**src/rtl/st7735.sv**
```systemverilog
// st7735: ST7735 128x160 TFT power-up init and solid-colour fill engine.
// In: SYSTEM_CLK, SYSTEM_RST_N. Out: CS, MOSI, DC, LCD_CLK (SPI), RESET.
module st7735 #(
  parameter int unsigned DELAY_US   = 120000,
  parameter int unsigned CLK_MHZ    = 12,
  parameter logic [15:0] FILL_COLOR = 16'hF800,
  parameter int unsigned FILL_BYTES = 40960
) (
  input  logic SYSTEM_CLK,
  input  logic SYSTEM_RST_N,
  output logic CS,
  output logic MOSI,
  output logic DC,
  output logic LCD_CLK,
  output logic RESET
);

  localparam logic [31:0] DLY = 32'(DELAY_US * CLK_MHZ);
  localparam logic [4:0] ROM_LAST = 5'd16;
  localparam logic [4:0] CYC_LAST = 5'd19;
  localparam logic [15:0] PIX_LAST = 16'(FILL_BYTES - 1);

  typedef enum logic [2:0] {
    HW_RST,
    HW_WAIT,
    INIT,
    FILL,
    DONE
  } state_t;

  state_t state_q, state_d;
  logic [31:0] cnt_q, cnt_d;
  logic [4:0] cyc_q, cyc_d;
  logic [4:0] idx_q, idx_d;
  logic [15:0] pix_q, pix_d;
  logic pause_q, pause_d;
  logic data_q, data_d;

  logic [9:0] rom_w;
  logic [7:0] cur_byte;
  logic cur_dc;
  logic cur_dly;
  logic cnt_last;
  logic sending;
  logic adv;
  logic [2:0] bit_sel;

  // {post-delay, dc, byte}
  always_comb begin
    case (idx_q)
      5'd0:    rom_w = {2'b10, 8'h01};
      5'd1:    rom_w = {2'b10, 8'h11};
      5'd2:    rom_w = {2'b00, 8'h3A};
      5'd3:    rom_w = {2'b01, 8'h05};
      5'd4:    rom_w = {2'b00, 8'h36};
      5'd5:    rom_w = {2'b01, 8'h00};
      5'd6:    rom_w = {2'b00, 8'h2A};
      5'd7:    rom_w = {2'b01, 8'h00};
      5'd8:    rom_w = {2'b01, 8'h00};
      5'd9:    rom_w = {2'b01, 8'h00};
      5'd10:   rom_w = {2'b01, 8'h7F};
      5'd11:   rom_w = {2'b00, 8'h2B};
      5'd12:   rom_w = {2'b01, 8'h00};
      5'd13:   rom_w = {2'b01, 8'h00};
      5'd14:   rom_w = {2'b01, 8'h00};
      5'd15:   rom_w = {2'b01, 8'h9F};
      default: rom_w = {2'b10, 8'h29};
    endcase
  end

  // Byte on the wire; it stays selected through any post-delay so
  // DC and MOSI hold until the next byte starts.
  always_comb begin
    cur_dly  = 1'b0;
    cur_dc   = 1'b1;
    cur_byte = pix_q[0] ? FILL_COLOR[7:0]
                        : FILL_COLOR[15:8];
    if (state_q == HW_RST || state_q == HW_WAIT ||
        state_q == INIT) begin
      {cur_dly, cur_dc, cur_byte} = rom_w;
    end else if (!data_q) begin
      cur_dc   = 1'b0;
      cur_byte = 8'h2C;
    end
  end

  assign cnt_last = (cnt_q + 32'd1) >= DLY;
  assign sending  = (state_q == INIT || state_q == FILL) && !pause_q;
  assign bit_sel  = cyc_q[4] ? 3'd0 : 3'd7 - cyc_q[3:1];

  assign CS      = !(sending && cyc_q <= 5'd16);
  assign LCD_CLK = sending && cyc_q[0] && !cyc_q[4];
  assign MOSI    = cur_byte[bit_sel];
  assign DC      = cur_dc;
  assign RESET   = state_q != HW_RST;

  always_comb begin
    state_d = state_q;
    cnt_d   = cnt_q;
    cyc_d   = cyc_q;
    idx_d   = idx_q;
    pix_d   = pix_q;
    pause_d = pause_q;
    data_d  = data_q;
    adv     = 1'b0;
    unique case (state_q)
      HW_RST, HW_WAIT: begin
        cnt_d = cnt_q + 32'd1;
        if (cnt_last) begin
          cnt_d   = '0;
          cyc_d   = '0;
          idx_d   = '0;
          pause_d = 1'b0;
          state_d = (state_q == HW_RST) ? HW_WAIT : INIT;
        end
      end
      INIT, FILL: begin
        if (pause_q) begin
          cnt_d = cnt_q + 32'd1;
          if (cnt_last) begin
            cnt_d   = '0;
            pause_d = 1'b0;
            adv     = 1'b1;
          end
        end else if (cyc_q != CYC_LAST) begin
          cyc_d = cyc_q + 5'd1;
        end else if (cur_dly && DLY > 32'd3) begin
          // Delay runs from CS rise; the 3 tail cycles count.
          pause_d = 1'b1;
          cnt_d   = 32'd3;
        end else begin
          adv = 1'b1;
        end
        if (adv) begin
          cyc_d = '0;
          if (state_q == INIT) begin
            idx_d = idx_q + 5'd1;
            if (idx_q == ROM_LAST) begin
              state_d = FILL;
              data_d  = 1'b0;
              pix_d   = '0;
            end
          end else if (!data_q) begin
            data_d = 1'b1;
          end else if (pix_q == PIX_LAST) begin
            state_d = DONE;
            cyc_d   = CYC_LAST;
          end else begin
            pix_d = pix_q + 16'd1;
          end
        end
      end
      default: ;
    endcase
  end

  always_ff @(posedge SYSTEM_CLK or negedge SYSTEM_RST_N) begin
    if (!SYSTEM_RST_N) begin
      state_q <= HW_RST;
      cnt_q   <= '0;
      cyc_q   <= '0;
      idx_q   <= '0;
      pix_q   <= '0;
      pause_q <= 1'b0;
      data_q  <= 1'b0;
    end else begin
      state_q <= state_d;
      cnt_q   <= cnt_d;
      cyc_q   <= cyc_d;
      idx_q   <= idx_d;
      pix_q   <= pix_d;
      pause_q <= pause_d;
      data_q  <= data_d;
    end
  end

endmodule

```
**config.mk**
```make
export PLATFORM = sky130hd
export DESIGN_NAME = st7735
export DESIGN_NICKNAME = d
export VERILOG_FILES = /design/src/rtl/st7735.sv
export SDC_FILE = /design/constraint.sdc
export NUM_CORES = 1
export LEC_CHECK = 0
export CORE_MARGIN = 2
export CORE_UTILIZATION = 57
export CTS_CLUSTER_SIZE = 16
export DETAILED_ROUTE_END_ITERATION = 10
export MAX_ROUTING_LAYER = met4
export PLACE_DENSITY_LB_ADDON = 0.15
export SETUP_SLACK_MARGIN = 0.1
export SYNTH_ARGS = -nofsm -noshare
export SYNTH_HDL_FRONTEND = slang
export SYNTH_SLANG_ARGS = --single-unit
```
**constraint.sdc**
```tcl
create_clock -name SYSTEM_CLK -period 2.8 [get_ports SYSTEM_CLK]
set_clock_uncertainty 0.2 [all_clocks]
set_input_delay 0.42 -clock SYSTEM_CLK [delete_from_list [all_inputs] [get_ports SYSTEM_CLK]]
set_output_delay 0.42 -clock SYSTEM_CLK [all_outputs]
set_load 0.02 [all_outputs]
```
* After elaboration in Yosys (flattened, before gate mapping)
Memories as Yosys holds them, arrays and structs flattened. Cells that the tools add are included.
Storage, ports and cells: flip-flop bits (word level) 63, bits in read-only memories 160, input bits 2, output and inout port bits 5, word-level logic and storage cells 108, memories 1
Memories:
- (no name shown) | words 16, bits a word 10, read ports 1, clocked after memory_dff 0, write ports 0, line 50 | case (idx_q)
Operators by class: add/sub/neg operators 5, magnitude comparators 3, eq/ne operators 18, multiplexer cells 51, reduce and logical (&&, ||, !) cells 23
Operators with widths (count):
- two-way mux 32 bit | 4
- two-way mux 16 bit | 4
- case mux 32 bit (2 select lines) | 1
- two-way mux 5 bit | 9
- adder 32 x 1 -> 32 bit (second input constant) | 1
- greater-or-equal comparator 32 x 21 -> 1 bit (second input constant) | 1
- two-way mux 8 bit | 3
- two-way mux 3 bit | 7
- inequality test 3 bit (second input constant) | 7
- case mux 5 bit (2 select lines) | 2
- adder 16 x 1 -> 16 bit (second input constant) | 1
- equality test 16 bit (second input constant) | 1
- two-way mux 1 bit | 16
- adder 5 x 1 -> 5 bit (second input constant) | 2
- two-way mux 10 bit | 1
- inequality test 2 bit (second input constant) | 4
- AND reduction 4 bit | 2
- equality test 3 x 2 -> 1 bit (second input constant) | 2
- case mux 3 bit (2 select lines) | 1
- AND reduction 3 bit | 2
- AND reduction 6 bit | 1
- equality test 5 bit (second input constant) | 1
- less-or-equal comparator 5 bit (second input constant) | 1
- inequality test 5 bit (second input constant) | 1
- other kinds (16) | 25

* Logic depth before layout (Yosys ltp)
depth after elaboration 10, gate-level depth with buffers 12, gate-level depth less buffers 10

* Least setup slack after synthesis
Ideal clock, no wire load.
path kind register to register, start point reg cnt_q[0], end point reg cyc_q[0], library setup time 126 ps, arrival time 2649 ps, required time 2474 ps, slack -176 ps, cell stages (with the launch flop) 11, path buffers 0, clock period less this slack 2976 ps, path through dfrtp_1 > ha_1 > and3_1 > nand2_1 > or4_1 > o21ai_0 > o211a_1 > o21ai_4 > o21a_4 > or2_4 > a311o_1
On the way: cells in the longest elaborated chain, start to end 7, elaborated cells between the ends (all ways) 11, classes of those cells add/sub (1); order compare (1); eq/ne (3); mux (5); reduce/logical (1)
RTL lines:
- start, declared | line 32 | logic [31:0] cnt_q, cnt_d;
- start signal, assigned | line 168 | cnt_q <= cnt_d;
- adder 32 x 1 -> 32 bit (*) | line 87 | assign cnt_last = (cnt_q + 32'd1) >= DLY;
- greater-or-equal comparator 32 x 21 -> 1 bit (*) | line 87
- two-way mux 1 bit | line 120 | if (cnt_last) begin
- two-way mux 1 bit | line 118 | if (pause_q) begin
- two-way mux 1 bit | line 106 | unique case (state_q)
- inequality test 3 bit (no source line) or two-way mux 5 bit (tied branches)
- AND reduction 4 bit (no source line) or case mux 5 bit (2 select lines) (tied branches)
- end signal, assigned | line 169 | cyc_q <= cyc_d;
- end, declared | line 33 | logic [4:0] cyc_q, cyc_d;
Every way passes the cells marked *; elsewhere a longest branch is shown, timed or not. The select of a mux whose other input is x is not followed. A chain may end at the register's enable or synchronous reset.

* Worst setup path in the final report
start point reg cnt_q[5], end point reg cnt_q[16]
On the way: cells in the longest elaborated chain, start to end 5
RTL lines (line):
- adder 32 x 1 -> 32 bit (*) | 87, 108, 119
- greater-or-equal comparator 32 x 21 -> 1 bit | 87
- two-way mux 32 bit (*) | 109, 120
- two-way mux 32 bit | 118
- case mux 32 bit (2 select lines) (*) | 106
Every way passes the cells marked *; elsewhere a longest branch is shown, timed or not.

==> impl_metrics.csv <==
group,metric,value,unit
critical_path,cp-startpoint,"cnt_q[5]$_DFFE_PN0P_",
synthesis,yosysWarnings,0,
synthesis,synthTopCellsByArea,"dfrtp_1, o21ai_0, nand2_1",
critical_path,crit_path_start_kind,"register",
synthesis,yosys_most_used_dff,"dfrtp_1",
final_layout,diodes,0,
critical_path,path_cells,"buf_6, and4_4, buf_6, nand2_4, buf_6, or4_1, o21ai_1, o211a_1, o21ai_4, buf_6, nor3_4, buf_6, buf_12, nand2_2, o31ai_2",
clocking,clock_latency,0.36,ns
synthesis,synth_top_area_share,35.32,%
sta,period_minus_slack,3.119,ns
detailed_routing,post_drt_wl_per_cell,21.30,um
synthesis,synth_fp_nets,568,
critical_path,path_depth,15,
critical_path,cp_data_arrival_time,3.19,ns
floorplan,start_util,58.36,%
critical_path,cpMostUsedCell,"buf_6",
global_routing,grt_max_degree,31,
clocking,cts_sinks,63,
synthesis,syn-mean-instance-area,7.998,um2
sta,worst_pin_slew,0.5978,ns
clocking,max-clock-path-buffers,2,
floorplan,fp.dieArea,8553,um2
critical_path,ff2ff_setup_slack,-0.32,ns
clocking,cts_tree,"yes",
power,finalPower,1.877,mW
synthesis,ys_top_cells_by_count,"dfrtp_1, nand2_1, nor2_1",
critical_path,cp_num_buf_inv,6,
place,place_ws,-0.2388,ns
final_layout,nets,687,
detailed_routing,wl,16.70,mm
sta,fin_crit_sh,111.4,%
floorplan,fp.coreArea,7647,um2
floorplan,num_io_pins,7,
critical_path,cp-end-kind,"register",
place,place_hpwl,9.099,mm
synthesis,async_flop_share,100.0,%
critical_path,cp_slowest_cell,"or4_1",
global_routing,grt_first_pass_wirelength,24.97,mm
detailed_routing,ant_nets,0,
sta,timing.hold.ws,0.3295,ns
synthesis,synth_area,4463,um2
sta,hold_viol_final,0,
synthesis,synth_seq_cells,63,
global_routing,grt_pass1_vias,5165,
power,p_leak,2.863,nW
detailed_routing,drt_iter0_markers,428,
synthesis,synth-edff-count,0,
power,power_density,282.6,nW/um2
status,status,"finished with violations",
synthesis,synthDistinctLibCells,68,
worst_hold_path,hold_class,"register to register",
critical_path,r2r_start,"cnt_q[5]$_DFFE_PN0P_",
sta,fin_ws,-0.3190,ns
status,violations,"setup timing",
synthesis,syn_inst,558,
global_routing,track_usage,38.11,%
sta,finalMaxSlewViolations,0,
detailed_routing,routed_via_density,6.691,
sta,setup_violations,52,
floorplan,fp.dieH,92.49,um
place,gp_congestion,0.9154,
clocking,clkTransAtPathRegs,0.08,ns
critical_path,crit_path_end,"cnt_q[16]$_DFFE_PN0P_",
global_routing,antenna_found_initial,0,
floorplan,die_x,92.49,um
critical_path,worstSetupPathType,"register to register",
floorplan,num_rows,32,
critical_path,path_max_fanout,8,
critical_path,r2r-end,"cnt_q[16]$_DFFE_PN0P_",
clocking,htreeDepth,3,
job,maxCapViolCount,0,
final_layout,post_route_cells_drive_above_1_share,41.79,%
detailed_routing,vias,5246,
detailed_routing,drcViolationCount,0,
final_layout,syn_to_final_growth,48.78,%
sta,rsz0062_at_grt,"yes",
global_routing,grt_overflow,0,
place,numPortBuffers,6,
synthesis,yosys.area.top_type,"dfrtp_1",
critical_path,critical_path_required,2.87,ns
final_layout,final_util,86.83,%
clocking,cts_buffers,9,
critical_path,cpPeakStageDelay,0.41,ns
synthesis,ys_seq_area_share,35.32,%
detailed_routing,firstDrtPassIters,5,
critical_path,critPathTopFamily,"simple AND/OR/NAND/NOR gates",
critical_path,r2r_cells,15,
synthesis,synthMostInstantiatedCell,"dfrtp_1",
sta,max_slew_margin,60.15,%
sta,max_clock_freq,320.6,MHz
clocking,root_buffer,"clkbuf_8",
power,ir_drop,0.0002171,V
-- how the worst min path moves through the flow --
| stage | startpoint | end | slack [ns] | cells past startpoint |
|---|---|---|---|---|
| after detailed placement | SYSTEM_RST_N | cnt_q[10]$_DFFE_PN0P_ | 0.25 | 1 |
| after global routing | pix_q[12]$_DFFE_PN0P_ | pix_q[12]$_DFFE_PN0P_ | 0.34 | 1 |
| after CTS | pix_q[6]$_DFFE_PN0P_ | pix_q[6]$_DFFE_PN0P_ | 0.31 | 1 |
| after floorplan | SYSTEM_RST_N | cnt_q[0]$_DFFE_PN0P_ | -0.08 | 0 |
| after global placement | SYSTEM_RST_N | cnt_q[10]$_DFFE_PN0P_ | 0.24 | 1 |
| final | pix_q[12]$_DFFE_PN0P_ | pix_q[12]$_DFFE_PN0P_ | 0.33 | 1 |
-- routing by layer --
layer | global-route usage [%] | routed length (um) | up-vias | share of wire [%]
li1 | - | - | 2299 | -
met1 | 42.22 | 6118 | 2558 | 37
met2 | 66.30 | 8628 | 306 | 52
met3 | 5.370 | 1175 | 83 | 7.0
met4 | 20.77 | 779 | 0 | 4.7
met5 | - | 0 | - | 0
-- worst reg2reg max path: cells and delay by family (launching register included) --
kind            cells  cell delay [ns]
compound gates      4             0.66
buf+inv             6             0.76
flops               1             0.40
simple gates        5             1.00
-- area by class of cell --
class	count	area (um2)
Multi-Input combinational cell	446	3438
Sequential cell	63	1584
Inverter	21	78.83
Timing Repair Buffer	136	1187
Fill cell	380	1007
Tap cell	102	127.6
Clock inverter	7	100.1
Clock buffer	9	123.9
-- state kept, by name, summed over array words and instances, names as in the netlist --
signal   cells
cnt_q       32
pix_q       16
cyc_q        5
idx_q        5
state_q      3
data_q       1
pause_q      1
-- stage by stage --
stage | TNS, ns | cells | instance area (um2)
2_1_floorplan | 0 | 558 | 4572
3_3_place_gp | -0.7296 | 740 | 5414
3_5_place_dp | -2.323 | 740 | 5414
4_1_cts | -1.464 | 777 | 6366
5_1_grt | -14.33 | 784 | 6640
6_report | -10.59 | 784 | 6640
-- power breakdown --
| group | total, mW | internal [mW] | switching, mW |
|---|---|---|---|
| logic | 0.0242 | 0.00512 | 0.0190 |
| clock network | 0.944 | 0.512 | 0.431 |
| registers | 0.909 | 0.909 | 0 |
| total | 1.88 | 1.43 | 0.450 |
-- cell usage in the layout (no fill, tap or decap), drive strengths merged, types with 16 or more instances in the layout --
| master | count |
|---|---|
| a21oi | 38 |
| nand2 | 59 |
| nor2 | 48 |
| nor3 | 21 |
| nand3 | 33 |
| dfrtp | 63 |
| and3 | 16 |
| inv | 24 |
| buf | 131 |
| o21ai | 55 |
-- timing repair --
item / CTS / global route
cloned: 5 / 0
hold buffers: 1 / 0
endpoints found under the setup margin: 55 / 54
pin swaps: 49 / 24
buffers inserted: 16 / 9
endpoints found under the hold margin: 24 / 0
gates resized for setup: 148 / 50
-- kinds of logic after synthesis --
group,synth area share [%]
compound gates,23.33
xor+xnor,0.9814
fa+ha+maj,2.243
buf+inv,4.598
flops,35.32
mux,2.775
simple gates,30.75
Note: power is estimated with default switching activity, not from simulation.
